## src/rtl/inner_mem_controller_if.sv

```systemverilog
// Load/store handshake between the pipeline MEM stage (master) and the
// memory controller (slave).
// Optional feature macro: MISALIGN_TRAP_EN adds the misaligned flag.
interface inner_memory_if;
   logic        mem_req;
   logic        MemRW;
   logic [2:0]  RWType;
   logic [31:0] addr_out;
   logic [31:0] data_out;
   logic [31:0] data_in;
   logic        stall;
   logic        done;
`ifdef MISALIGN_TRAP_EN
   logic        misaligned;

   modport master (output mem_req, MemRW, RWType, addr_out, data_out,
                   input  data_in, stall, done, misaligned);
   modport slave  (input  mem_req, MemRW, RWType, addr_out, data_out,
                   output data_in, stall, done, misaligned);
`else
   modport master (output mem_req, MemRW, RWType, addr_out, data_out,
                   input  data_in, stall, done);
   modport slave  (input  mem_req, MemRW, RWType, addr_out, data_out,
                   output data_in, stall, done);
`endif
endinterface

```

## src/rtl/inner_mem_controller.sv

```systemverilog
// Memory controller: serves pipeline loads/stores against a word-wide
// synchronous RAM. Sub-word loads are extended, sub-word stores are done
// as read-modify-write, and the pipeline is stalled until completion.
// Optional feature macro: MISALIGN_TRAP_EN (flags and suppresses
// misaligned H/HU/W accesses).
module inner_mem_controller #(
   parameter int RAM_AW = 10
) (
   input  logic              clk,
   input  logic              rst_n,
   inner_memory_if.slave     bus,
   output logic [RAM_AW-1:0] ram_addr,
   output logic              ram_we,
   output logic [31:0]       ram_wdata,
   input  logic [31:0]       ram_rdata
);

   typedef enum logic [2:0] {
      IDLE   = 3'd0,
      RD     = 3'd1,
      WR     = 3'd2,
      RMW_RD = 3'd3,
      RMW_WR = 3'd4
   } state_t;

   localparam logic [2:0] T_B  = 3'b000;
   localparam logic [2:0] T_H  = 3'b001;
   localparam logic [2:0] T_W  = 3'b010;
   localparam logic [2:0] T_BU = 3'b100;
   localparam logic [2:0] T_HU = 3'b101;

   state_t            state;
   logic [2:0]        type_r;
   logic [RAM_AW+1:0] addr_r;
   logic [31:0]       data_r;
   logic [31:0]       data_in_r;
   logic              done_r;
   logic              stall_s;
`ifdef MISALIGN_TRAP_EN
   logic              mis_r;
   logic              mis_out_r;
`endif

   // Extract and extend the addressed lane of a RAM word for a load.
   function automatic logic [31:0] fmt_load(input logic [2:0]  t,
                                            input logic [1:0]  a,
                                            input logic [31:0] w);
      logic [7:0]  b;
      logic [15:0] h;
      case (a)
         2'd0:    b = w[7:0];
         2'd1:    b = w[15:8];
         2'd2:    b = w[23:16];
         default: b = w[31:24];
      endcase
      h = a[1] ? w[31:16] : w[15:0];
      case (t)
         T_B:     fmt_load = {{24{b[7]}}, b};
         T_H:     fmt_load = {{16{h[15]}}, h};
         T_W:     fmt_load = w;
         T_BU:    fmt_load = {24'd0, b};
         T_HU:    fmt_load = {16'd0, h};
         default: fmt_load = 32'd0;
      endcase
   endfunction

   // Replace the addressed byte/half of the old word with store data.
   function automatic logic [31:0] merge_store(input logic [2:0]  t,
                                               input logic [1:0]  a,
                                               input logic [31:0] old,
                                               input logic [31:0] d);
      logic [31:0] w;
      w = old;
      case (t)
         T_B: begin
            case (a)
               2'd0:    w[7:0]   = d[7:0];
               2'd1:    w[15:8]  = d[7:0];
               2'd2:    w[23:16] = d[7:0];
               default: w[31:24] = d[7:0];
            endcase
         end
         T_H: begin
            if (a[1]) w[31:16] = d[15:0];
            else      w[15:0]  = d[15:0];
         end
         default: w = old;
      endcase
      return w;
   endfunction

`ifdef MISALIGN_TRAP_EN
   // Half accesses need addr[0]=0, word accesses need addr[1:0]=0.
   function automatic logic is_misaligned(input logic [2:0] t,
                                          input logic [1:0] a);
      case (t)
         T_H, T_HU: is_misaligned = a[0];
         T_W:       is_misaligned = (a != 2'b00);
         default:   is_misaligned = 1'b0;
      endcase
   endfunction
`endif

   // Access sequencer: latches the request, steps through the RAM cycles
   // and produces the registered RAM strobes, load result and done pulse.
   always_ff @(posedge clk or negedge rst_n) begin
      if (!rst_n) begin
         state     <= IDLE;
         type_r    <= 3'd0;
         addr_r    <= '0;
         data_r    <= 32'd0;
         data_in_r <= 32'd0;
         done_r    <= 1'b0;
         ram_we    <= 1'b0;
         ram_wdata <= 32'd0;
`ifdef MISALIGN_TRAP_EN
         mis_r     <= 1'b0;
         mis_out_r <= 1'b0;
`endif
      end else begin
         done_r <= 1'b0;
         ram_we <= 1'b0;
`ifdef MISALIGN_TRAP_EN
         mis_out_r <= 1'b0;
`endif
         case (state)
            IDLE: begin
               if (bus.mem_req) begin
                  type_r <= bus.RWType;
                  addr_r <= bus.addr_out[RAM_AW+1:0];
                  data_r <= bus.data_out;
`ifdef MISALIGN_TRAP_EN
                  mis_r  <= is_misaligned(bus.RWType, bus.addr_out[1:0]);
`endif
                  if (!bus.MemRW) begin
                     // Load: RAM samples the address this edge.
                     state  <= RD;
                     done_r <= 1'b1;
`ifdef MISALIGN_TRAP_EN
                     mis_out_r <= is_misaligned(bus.RWType, bus.addr_out[1:0]);
`endif
                  end else if (bus.RWType == T_B || bus.RWType == T_H) begin
                     state <= RMW_RD;
                  end else begin
                     // Full-word or illegal store: single write cycle,
                     // the strobe is only raised for a legal W.
                     state     <= WR;
                     done_r    <= 1'b1;
                     ram_wdata <= bus.data_out;
`ifdef MISALIGN_TRAP_EN
                     ram_we    <= (bus.RWType == T_W) &&
                                  !is_misaligned(bus.RWType, bus.addr_out[1:0]);
                     mis_out_r <= is_misaligned(bus.RWType, bus.addr_out[1:0]);
`else
                     ram_we    <= (bus.RWType == T_W);
`endif
                  end
               end else begin
                  state <= IDLE;
               end
            end
            RD: begin
`ifdef MISALIGN_TRAP_EN
               if (!mis_r) data_in_r <= fmt_load(type_r, addr_r[1:0], ram_rdata);
               else        data_in_r <= data_in_r;
`else
               data_in_r <= fmt_load(type_r, addr_r[1:0], ram_rdata);
`endif
               state <= IDLE;
            end
            WR: begin
               state <= IDLE;
            end
            RMW_RD: begin
               ram_wdata <= merge_store(type_r, addr_r[1:0], ram_rdata, data_r);
               done_r    <= 1'b1;
`ifdef MISALIGN_TRAP_EN
               ram_we    <= !mis_r;
               mis_out_r <= mis_r;
`else
               ram_we    <= 1'b1;
`endif
               state     <= RMW_WR;
            end
            RMW_WR: begin
               state <= IDLE;
            end
            default: begin
               state <= IDLE;
            end
         endcase
      end
   end

   // RAM address: follow the bus in the accept cycle so the synchronous
   // RAM returns data during the next state, otherwise hold the latch.
   always_comb begin
      ram_addr = addr_r[RAM_AW+1:2];
      if (state == IDLE && bus.mem_req) ram_addr = bus.addr_out[RAM_AW+1:2];
      else                              ram_addr = addr_r[RAM_AW+1:2];
   end

   // Pipeline hold: asserted from accept until the completion cycle.
   always_comb begin
      stall_s = 1'b0;
      if (state == IDLE) stall_s = bus.mem_req;
      else               stall_s = ~done_r;
   end

   assign bus.stall   = stall_s;
   assign bus.done    = done_r;
   assign bus.data_in = data_in_r;
`ifdef MISALIGN_TRAP_EN
   assign bus.misaligned = mis_out_r;
`endif

endmodule

```

## src/flat_wrapper.sv

```systemverilog
// flat-port wrapper written by rule: the top's interface ports become plain ports
module inner_mem_controller_flat 
#(
   parameter int RAM_AW = 10
)
  (clk, rst_n, ram_addr, ram_we, ram_wdata, ram_rdata, bus_mem_req, bus_MemRW, bus_RWType, bus_addr_out, bus_data_out, bus_data_in, bus_stall, bus_done);
  inner_memory_if bus_i ();
  input  logic clk;
  input  logic rst_n;
  output logic [RAM_AW-1:0] ram_addr;
  output logic ram_we;
  output logic [31:0] ram_wdata;
  input  logic [31:0] ram_rdata;
  input wire logic [$bits(bus_i.mem_req)-1:0] bus_mem_req;
  input wire logic [$bits(bus_i.MemRW)-1:0] bus_MemRW;
  input wire logic [$bits(bus_i.RWType)-1:0] bus_RWType;
  input wire logic [$bits(bus_i.addr_out)-1:0] bus_addr_out;
  input wire logic [$bits(bus_i.data_out)-1:0] bus_data_out;
  output wire logic [$bits(bus_i.data_in)-1:0] bus_data_in;
  output wire logic [$bits(bus_i.stall)-1:0] bus_stall;
  output wire logic [$bits(bus_i.done)-1:0] bus_done;
  assign bus_i.mem_req = bus_mem_req;
  assign bus_i.MemRW = bus_MemRW;
  assign bus_i.RWType = bus_RWType;
  assign bus_i.addr_out = bus_addr_out;
  assign bus_i.data_out = bus_data_out;
  assign bus_data_in = bus_i.data_in;
  assign bus_stall = bus_i.stall;
  assign bus_done = bus_i.done;
  inner_mem_controller #(.RAM_AW(RAM_AW)) u_core (.clk(clk), .rst_n(rst_n), .bus(bus_i), .ram_addr(ram_addr), .ram_we(ram_we), .ram_wdata(ram_wdata), .ram_rdata(ram_rdata));
endmodule
```

## config.mk

```make
export PLATFORM = sky130hd
export DESIGN_NAME = inner_mem_controller_flat
export DESIGN_NICKNAME = d
export VERILOG_FILES = /design/src/rtl/inner_mem_controller_if.sv /design/src/rtl/inner_mem_controller.sv /design/src/flat_wrapper.sv
export SDC_FILE = /design/constraint.sdc
export NUM_CORES = 1
export LEC_CHECK = 0
export ABC_AREA = 1
export BUFFER_PORTS_ARGS = -buffer_cell sky130_fd_sc_hd__buf_2
export CORE_ASPECT_RATIO = 0.75
export CORE_UTILIZATION = 40
export DETAILED_ROUTE_END_ITERATION = 10
export GPL_ROUTABILITY_DRIVEN = 0
export PLACE_DENSITY = 0.75
export SLEW_MARGIN = 10
export SYNTH_ARGS = -nofsm -noshare
export SYNTH_HDL_FRONTEND = slang
export SYNTH_SLANG_ARGS = --single-unit
```

## constraint.sdc

```tcl
create_clock -name clk -period 2.3 [get_ports clk]
set_input_delay 0.23 -clock clk [delete_from_list [all_inputs] [get_ports clk]]
set_output_delay 0.23 -clock clk [all_outputs]
set_load 0.05 [all_outputs]
```

# Yosys cells after proc, flatten, opt, wreduce, memory -nomap -nowiden
# Index checks and enable logic that the tools add are counted.
# W data, S select, Z words.
[totals]
reg_bits = 100
latch_bits = 0
ramBits = 0
mem_bits_ro = 0
wordCells = 60
memories = 0
[classes]
addsub = 0
multipliers = 0
div_mod_pow = 0
order_cmp = 0
n_eq_ne = 13
n_shift = 0
muxes = 28
n_bitwise = 1
n_reduce_logical = 10
[op_table]
columns = ["cell", "count"]
rows = [
  ["$pmux W32 S5", 1],
  ["$pmux W32 S2", 2],
  ["$mux W32", 3],
  ["$mux W16", 3],
  ["$mux W8", 4],
  ["$pmux W8 S3", 1],
  ["$mux W10", 1],
  ["$eq A3 B1 Y1 const B", 3],
  ["$eq A3 B2 Y1 const B", 3],
  ["$logic_not A3 Y1", 3],
  ["$mux W1", 8],
  ["$eq A3 B3 Y1 const B", 2],
  ["$mux W3", 2],
  ["$ne A2 B2 Y1 const B", 3],
  ["$pmux W3 S2", 1],
  ["$pmux W1 S2", 2],
  ["$reduce_and A4 Y1", 1],
  ["$reduce_or A3 Y1", 1],
  ["$eq A2 B1 Y1 const B", 1],
  ["$eq A2 B2 Y1 const B", 1],
  ["$logic_not A2 Y1", 1],
  ["$reduce_and A2 Y1", 1],
  ["$reduce_bool A2 Y1", 1],
  ["$logic_and A1 B1 Y1", 1],
  ["2 further kinds", 2],
]

# Depth between registers and ports, before layout
# Gate-level depths: netlist of the first run.
[depth]
word_depth = 6
mapped_depth = 10
ltp_nobuf = 9

# Least setup slack after synthesis of the first run
# Ideal clock, no wire load.
[synth_path]
kind = "flip-flop to output port"
start = "reg u_core.done_r, in the netlist u_core.bus.done"
end = "out bus_stall"
arrival_time_ps = 1723
required_time_ps = 2070
setup_slack_ps = 347
path_stages_with_launch = 2
path_buffers = 0
cell_sequence = "dfrtp_1 -> o21ai_0"
[synth_between]
elab_chain_len = 2
[synth_rtl]
columns = ["item", "line_no", "source"]
rows = [
  ["start: declaration", "inner_mem_controller.sv:37", "logic done_r;"],
  ["start signal: assignment", "inner_mem_controller.sv:113", "done_r <= 1'b0;"],
  ["start signal: assignment", "inner_mem_controller.sv:121", "done_r <= 1'b0;"],
  ["start signal: assignment", "inner_mem_controller.sv:138", "done_r <= 1'b1;"],
  ["$not A1 Y1", "inner_mem_controller.sv:207", "else stall_s = ~done_r;"],
  ["$mux W1", "inner_mem_controller.sv:206", "if (state == IDLE) stall_s = bus.mem_req;"],
  ["end: declaration", "flat_wrapper.sv:20", "output wire logic [$bits(bus_i.stall)-1:0] bus_stall;"],
]
# Every way passes these cells.

# Final worst setup path of the first run
[layout_path]
start = "reg u_core.state[2]"
end = "out ram_addr[8]"
[layout_between]
elab_chain_len = 3
[layout_rtl]
columns = ["item", "line_no", "source"]
rows = [
  ["start: declaration", "inner_mem_controller.sv:32", "state_t state;"],
  ["start signal: assignment", "inner_mem_controller.sv:108", "state <= IDLE;"],
  ["start signal: assignment", "inner_mem_controller.sv:137", "state <= RD;"],
  ["start signal: assignment", "inner_mem_controller.sv:143", "state <= RMW_RD;"],
  ["$logic_not A3 Y1", "inner_mem_controller.sv:199", "if (state == IDLE && bus.mem_req) ram_addr = bus.addr_out[RAM_AW+1:2];"],
  ["$logic_and A1 B1 Y1", "inner_mem_controller.sv:199", ""],
  ["$mux W10", "inner_mem_controller.sv:199", ""],
  ["end: declaration", "flat_wrapper.sv:10", "output logic [RAM_AW-1:0] ram_addr;"],
]
# Every way passes these cells.

==> results of run 1 <==
[Yosys cell counts (4+ instances only)]
library cell	instances
sky130_fd_sc_hd__nand3b_1	7
sky130_fd_sc_hd__a21oi_1	8
sky130_fd_sc_hd__nand3_1	129
sky130_fd_sc_hd__nor2_4	4
sky130_fd_sc_hd__nand2_1	434
sky130_fd_sc_hd__nor2_1	82
sky130_fd_sc_hd__nand3_2	6
sky130_fd_sc_hd__inv_1	59
sky130_fd_sc_hd__dfrtp_1	100
sky130_fd_sc_hd__buf_2	19
sky130_fd_sc_hd__nor2_2	4
sky130_fd_sc_hd__o21ai_0	16
sky130_fd_sc_hd__nand4_1	9
sky130_fd_sc_hd__clkbuf_1	15
[through the flow]
| stage | setup slack (ps) | hold WS (ps) | instances | utilization [%] | power [W] |
|---|---|---|---|---|---|
| after floorplan | 347 | -65.6 | 914 | - | 0.00534 |
| after global placement | 333 | 309 | 1246 | 47.9 | 0.00619 |
| after detailed placement | 277 | 306 | 1246 | 47.9 | 0.00624 |
| after CTS | 123 | 81.5 | 1263 | 50.1 | 0.00784 |
| after global routing | 51.7 | 83.8 | 1263 | 50.1 | 0.00830 |
| final | 233 | 84.9 | 1264 | 50.1 | 0.00782 |
[final timing paths]
| check | start | slack, ps | depth (start not counted) | to |
|---|---|---|---|---|
| worst max-delay path | u_core.state[2] | 230 | 6 | ram_addr[8] |
| worst min register to register | u_core.bus.data_in[19] | 470 | 2 | u_core.bus.data_in[19] |
| min in group asynchronous | rst_n | 460 | 2 | u_core.ram_wdata[31] |
| worst max register to register | u_core.addr_r[1] | 360 | 7 | u_core.ram_wdata[14] |
| worst min-delay path | bus_addr_out[11] | 80 | 3 | u_core.addr_r[11] |
| max in group asynchronous | rst_n | 1130 | 3 | u_core.ram_wdata[20] |
[power breakdown]
part           switching, W  internal [W]
sequential         0.000293       0.00223
combinational       0.00283      0.000889
clock              0.000719      0.000863
[worst max-delay path: cells and delay by family, from the launching register on]
family | cells | cell delay, ps
simple gates | 4 | 530
buf+inv | 2 | 530
flops | 1 | 420
[final cells by class]
| cell class | instances | area [µm²] |
|---|---|---|
| well taps | 200 | 250 |
| flip-flops and latches | 100 | 2500 |
| clock buffers | 9 | 225 |
| diodes | 1 | 2.50 |
| inverters | 64 | 254 |
| multi-input cells | 708 | 3090 |
| repair buffers | 175 | 933 |
| clock inverters | 7 | 83.8 |
| fillers | 1540 | 7300 |
[routing by layer]
layer  up-vias  wire [µm]  GRT usage [%]
li1       3159          -              -
met1      2872       8450           35.4
met2       313       8130           38.8
met3        32       2120           7.20
met4         0        265           5.71
met5         -          0              0
[flip-flops by register name, summed over array words and instances (netlist names)]
| signal | flops |
|---|---|
| u_core.bus.data_in | 32 |
| u_core.ram_wdata | 32 |
| u_core.data_r | 16 |
| u_core.addr_r | 12 |
| u_core.state | 3 |
| u_core.type_r | 3 |
| u_core.bus.done | 1 |
| u_core.ram_we | 1 |
[cell families (layout without fill, tap and decap cells)]
| group | Yosys count | count (layout) |
|---|---|---|
| simple gates | 682 | 682 |
| buf+inv | 106 | 255 |
| flops | 100 | 100 |
| compound gates | 26 | 26 |
| other cells | 0 | 1 |
[timing repair]
item,in CTS,in global routing
setup endpoints to repair,0,20
endpoints found under the hold margin,49,0
hold buffers,1,0
gates resized for setup,0,1
==> results_dict.tcl, run 1 <==
set metrics [dict create \
    status "complete, no violations" \
    final_net_count 1161 \
    ys_seq_elements 100 \
    syn_avg_cell_area_um2 6.64 \
    design.die.area_um2 15700 \
    stdcell_area_um2 7340 \
    endpoint_class_of_the_critical_path "output port" \
    post_synth_xor_area_fraction_pct 0 \
    firstDrtPassIters 7 \
    gr-total-overflow 0 \
    synth_top_cell_area_share_pct 41.2 \
    cell_at_the_root_of_the_clock_tree "sky130_fd_sc_hd__clkbuf_16" \
    postRouteWirelength_um 19000 \
    grt_antenna_before_repair 1 \
    timing_hold_violations_final 0 \
    asr_flop_ratio_synth_pct 100 \
    drive_gt1_share_pct 20.3 \
    final_min_period_over_clock_period_pct 89.9 \
    synth.largest_area_cell "sky130_fd_sc_hd__dfrtp_1" \
    netlist_top_cells_area "sky130_fd_sc_hd__dfrtp_1, sky130_fd_sc_hd__nand2_1, sky130_fd_sc_hd__nand3_1, sky130_fd_sc_hd__nor2_1, sky130_fd_sc_hd__inv_1" \
    post-cts-setup-buffers 0 \
    leakagePower_nw 4.17 \
    ys.flop_type "sky130_fd_sc_hd__dfrtp_1" \
    timing.critical_path.arrival_ps 1840 \
    number_of_global_route_vias_before_repair 5858 \
    first_pass_grt_wire_length_um 30100 \
    detail_route.wl_per_cell_um 15.0 \
    synth_mux_area_share_pct 0 \
    grt_max_degree 52 \
    finalClockSkew_ps 6.21 \
    max_fo_critical_path 12 \
    syn-instance-count 914 \
    clk_path_buf_depth 2 \
    timing.max_cap.violations 0 \
    floorplan.initialDensity_pct 41.4 \
    worst_slew_margin_rel_pct 54.4 \
    core-area_um2 14600 \
    placedInstanceArea_um2 7010 \
    synth_cell_type_count 29 \
    largest_family_of_logic_cells_by_synthesized_area "simple AND/OR/NAND/NOR gates" \
    commonest_non_fill_non_tap_cells_in_the_layout "sky130_fd_sc_hd__nand2_1, sky130_fd_sc_hd__buf_2, sky130_fd_sc_hd__nand3_1" \
    cellPowerDensity_nw_per_um2 1070 \
    timing_worst_slew_pin_value_ps 682 \
    cp_common_cell "sky130_fd_sc_hd__nand2_1" \
    edff_count_synth 0 \
    setup-tns-final_ps 0 \
    ir_drop_mv 0.520 \
    vias_per_cell 5.04 \
    fmax_mhz 484 \
    num_rows 38 \
    routed-via-count 6376 \
    synth_compound_gate_area_share_pct 2.23 \
    worst_path_largest_cell_delay_ps 420 \
    drc 0 \
    synthesis.nets 1017 \
    post_synth_and_or_nand_nor_area_fraction_pct 48.5 \
    arithmetic_cell_share_of_the_synthesized_area_counting_full_adders_half_adders_and_majority_gates_pct 0 \
    cp-start-kind "flip-flop" \
    synth.yosys.seq_area_share_pct 41.2 \
    tritoncts.num_buffers 9 \
    port_buffers 159 \
    critical_path_required_ps 2070 \
    critPathSlowestCell "sky130_fd_sc_hd__dfrtp_1" \
    synth_warnings 0 \
    tritoncts_num_sinks 100 \
    floorplan.io_pins 180 \
    die_y_um 109 \
    cts.clk_slew.worst_paths_ps 70 \
    postRouteAntennaNets 0 \
    final.min_clock_period_ps 2070 \
    grt.total_usage_pct 25.3 \
    cells_along_the_critical_path "nor2_2 -> nand3_1 -> clkinvlp_4 -> nand2_1 -> nand2_1 -> buf_2" \
    synth_area_um2 6070 \
    cts_tree "done" \
    min_path_type "in -> reg" \
    cts-htree-levels 3 \
    path_type_of_the_worst_setup_path "reg -> out" \
    initialDrtViolationCount 654 \
    final_common_cell "sky130_fd_sc_hd__nand2_1" \
    insertion_delay_ps 350 \
    final_slew_viol_count 0 \
    area_growth_pct 21.0 \
    setup-violations-final 0 \
    grt_setup_unrepaired "no" \
    dp_hpwl_um 14000 \
    die_w_um 144 \
]
No activity file was read; power rests on OpenSTA's default activity.
==> run 2, diff against run 1 <==
--- a/config.mk
+++ b/config.mk
@@ -11,7 +11,8 @@
 export CORE_UTILIZATION = 40
 export DETAILED_ROUTE_END_ITERATION = 10
 export GPL_ROUTABILITY_DRIVEN = 0
-export PLACE_DENSITY = 0.75
+export PLACE_DENSITY = 0.63
+export SETUP_SLACK_MARGIN = 0.2
 export SLEW_MARGIN = 10
 export SYNTH_ARGS = -nofsm -noshare
 export SYNTH_HDL_FRONTEND = slang
==> results_dict.tcl, run 2 (same netlist as run 1, synthesis figures left out) <==
set metrics [dict create \
    status "complete, no violations" \
    grt_antenna_before_repair 1 \
    cp_common_cell "sky130_fd_sc_hd__nand2_1" \
    intPower_w 0.00390 \
    drc 0 \
    cts-htree-levels 3 \
    number_of_global_route_vias_before_repair 5778 \
    grt_setup_unrepaired "no" \
    final.min_clock_period_ps 1920 \
    ir_drop_mv 0.588 \
    worst_slew_margin_rel_pct 54.6 \
    fmax_mhz 522 \
    routed-via-count 6331 \
    worst_setup_path_startpoint "u_core.state[2]" \
    final_common_cell "sky130_fd_sc_hd__nand2_1" \
    placedInstanceArea_um2 7040 \
    drive_gt1_share_pct 20.4 \
    cellPowerDensity_nw_per_um2 1050 \
    tritoncts.num_buffers 9 \
    leakagePower_nw 4.18 \
    die_w_um 144 \
    insertion_delay_ps 350 \
    commonest_non_fill_non_tap_cells_in_the_layout "sky130_fd_sc_hd__nand2_1, sky130_fd_sc_hd__buf_2, sky130_fd_sc_hd__nand3_1" \
    timing.critical_path.arrival_ps 1690 \
    r2r_setup_slack_ps 430 \
    postRouteWirelength_um 19100 \
    critical_path_required_ps 2070 \
    antenna_cells_inserted 0 \
    clock_power_share_pct 18.4 \
    endpoint_class_of_the_critical_path "output port" \
    timing_worst_slew_pin_value_ps 679 \
    cts.clk_slew.worst_paths_ps 60 \
    initialDrtViolationCount 570 \
    depth_of_the_most_critical_reg_to_reg_path 8 \
    final_min_period_over_clock_period_pct 83.4 \
    floorplan.initialDensity_pct 41.4 \
    timing_hold_violations_final 0 \
    core-area_um2 14600 \
    design.die.area_um2 15700 \
    cpLargestDelayFamily "simple AND/OR/NAND/NOR gates" \
    floorplan.io_pins 180 \
    grt_max_degree 56 \
    cp-start-kind "flip-flop" \
    timing.max_cap.violations 0 \
    crit_path_buf_inv_count 2 \
    critPathSlowestCell "sky130_fd_sc_hd__dfrtp_1" \
    area_growth_pct 21.0 \
    setup-violations-final 0 \
    timing.critical_path.to "ram_addr[2]" \
    die_y_um 109 \
    dpl.cell_count 1248 \
    setup-tns-final_ps 0 \
    postRouteAntennaNets 0 \
    port_buffers 159 \
    cell_at_the_root_of_the_clock_tree "sky130_fd_sc_hd__clkbuf_16" \
    vias_per_cell 5.00 \
    clk_path_buf_depth 2 \
    rr_endpoint "u_core.ram_wdata[8]" \
    r2r_start "u_core.state[0]" \
    worst_path_largest_cell_delay_ps 410 \
    post-cts-setup-buffers 0 \
    detail_route.wl_per_cell_um 15.1 \
    tritoncts_num_sinks 100 \
    cts_tree "done" \
    switchingPower_w 0.00378 \
    firstDrtPassIters 5 \
    grt.total_usage_pct 25.8 \
    final_slew_viol_count 0 \
    num_rows 38 \
    critical_path_cell_count 6 \
    power.share.combinational_pct 48.5 \
    stdcell_area_um2 7350 \
    min_path_type "in -> reg" \
    gr-total-overflow 0 \
    first_pass_grt_wire_length_um 30700 \
    power.sequential.fraction_pct 33.0 \
    dp_hpwl_um 14300 \
    finalClockSkew_ps 5.27 \
    cells_along_the_critical_path "nor2_2 -> nand3_4 -> buf_6 -> nand2_1 -> nand2_1 -> buf_2" \
    final_net_count 1163 \
    path_type_of_the_worst_setup_path "reg -> out" \
    swShare_pct 49.2 \
    instances_no_fill 1265 \
    max_fo_critical_path 24 \
]
## run 2: cell types whose count changed in the layout (fill, tap and decap cells not counted), moves of 2 or more
cell and change:
sky130_fd_sc_hd__clkbuf_1 +2, sky130_fd_sc_hd__clkinv_2 +2, sky130_fd_sc_hd__clkinvlp_4 -2, sky130_fd_sc_hd__inv_8 -2
## run 2: power groups by stage
| stage | Combinational, W | Clock [W] | Sequential (W) |
|---|---|---|---|
| 2_1_floorplan | 0.00149 | 0 | 0.00384 |
| 3_3_place_gp | 0.00369 | 0 | 0.00255 |
| 3_5_place_dp | 0.00372 | 0 | 0.00255 |
| 4_1_cts | 0.00373 | 0.00146 | 0.00253 |
| 5_1_grt | 0.00406 | 0.00152 | 0.00259 |
| 6_report | 0.00373 | 0.00142 | 0.00254 |
## run 2: cell type report
class                           instances  area [µm²]
Clock buffer                           12         246
Sequential cell                       100        2500
Timing Repair Buffer                  177         965
Inverter                               64         253
Clock inverter                          4        25.0
Tap cell                              200         250
Multi-Input combinational cell        708        3100
Fill cell                            1558        7300
## run 2: repair_timing
item                       in CTS  in global routing
pin swaps                       0                  0
hold endpoints to repair       38                  0
setup endpoints to repair      25                  9
hold buffers                    1                  0
gates resized for setup         3                  2
## run 2: worst min-delay path: cells and delay by family
family	cells	cell delay (ps)
simple gates	2	100
buf+inv	1	70
## run 2: metrics by stage
step	setup WS [ps]	utilization [%]	total power [W]	hold slack (ps)
global route	229	50.2	0.00816	94.5
global placement	238	48.1	0.00625	255
finish	383	50.2	0.00768	88.0
floorplan	347	-	0.00534	-65.6
detailed placement	168	48.1	0.00627	247
CTS	261	50.1	0.00772	76.5
## run 2: how the worst min path moves through the flow
stage,startpoint,depth (start not counted),slack (ps),end
after floorplan,rst_n,0,-70,u_core.addr_r[0]
after global placement,rst_n,1,250,u_core.ram_wdata[30]
after detailed placement,rst_n,1,250,u_core.ram_wdata[30]
after CTS,bus_addr_out[3],3,80,u_core.addr_r[3]
after global routing,bus_addr_out[3],3,90,u_core.addr_r[3]
final,bus_addr_out[3],3,90,u_core.addr_r[3]
## run 2: layer usage
metal | share of wire, % | global-route usage (%) | wire length (µm) | vias up
met5 | 0.063 | 0 | 12 | -
met2 | 42 | 37.6 | 7940 | 274
met4 | 1.6 | 6.69 | 314 | 2
li1 | - | - | - | 3141
met1 | 47 | 38.4 | 9060 | 2885
met3 | 9.4 | 5.49 | 1790 | 29
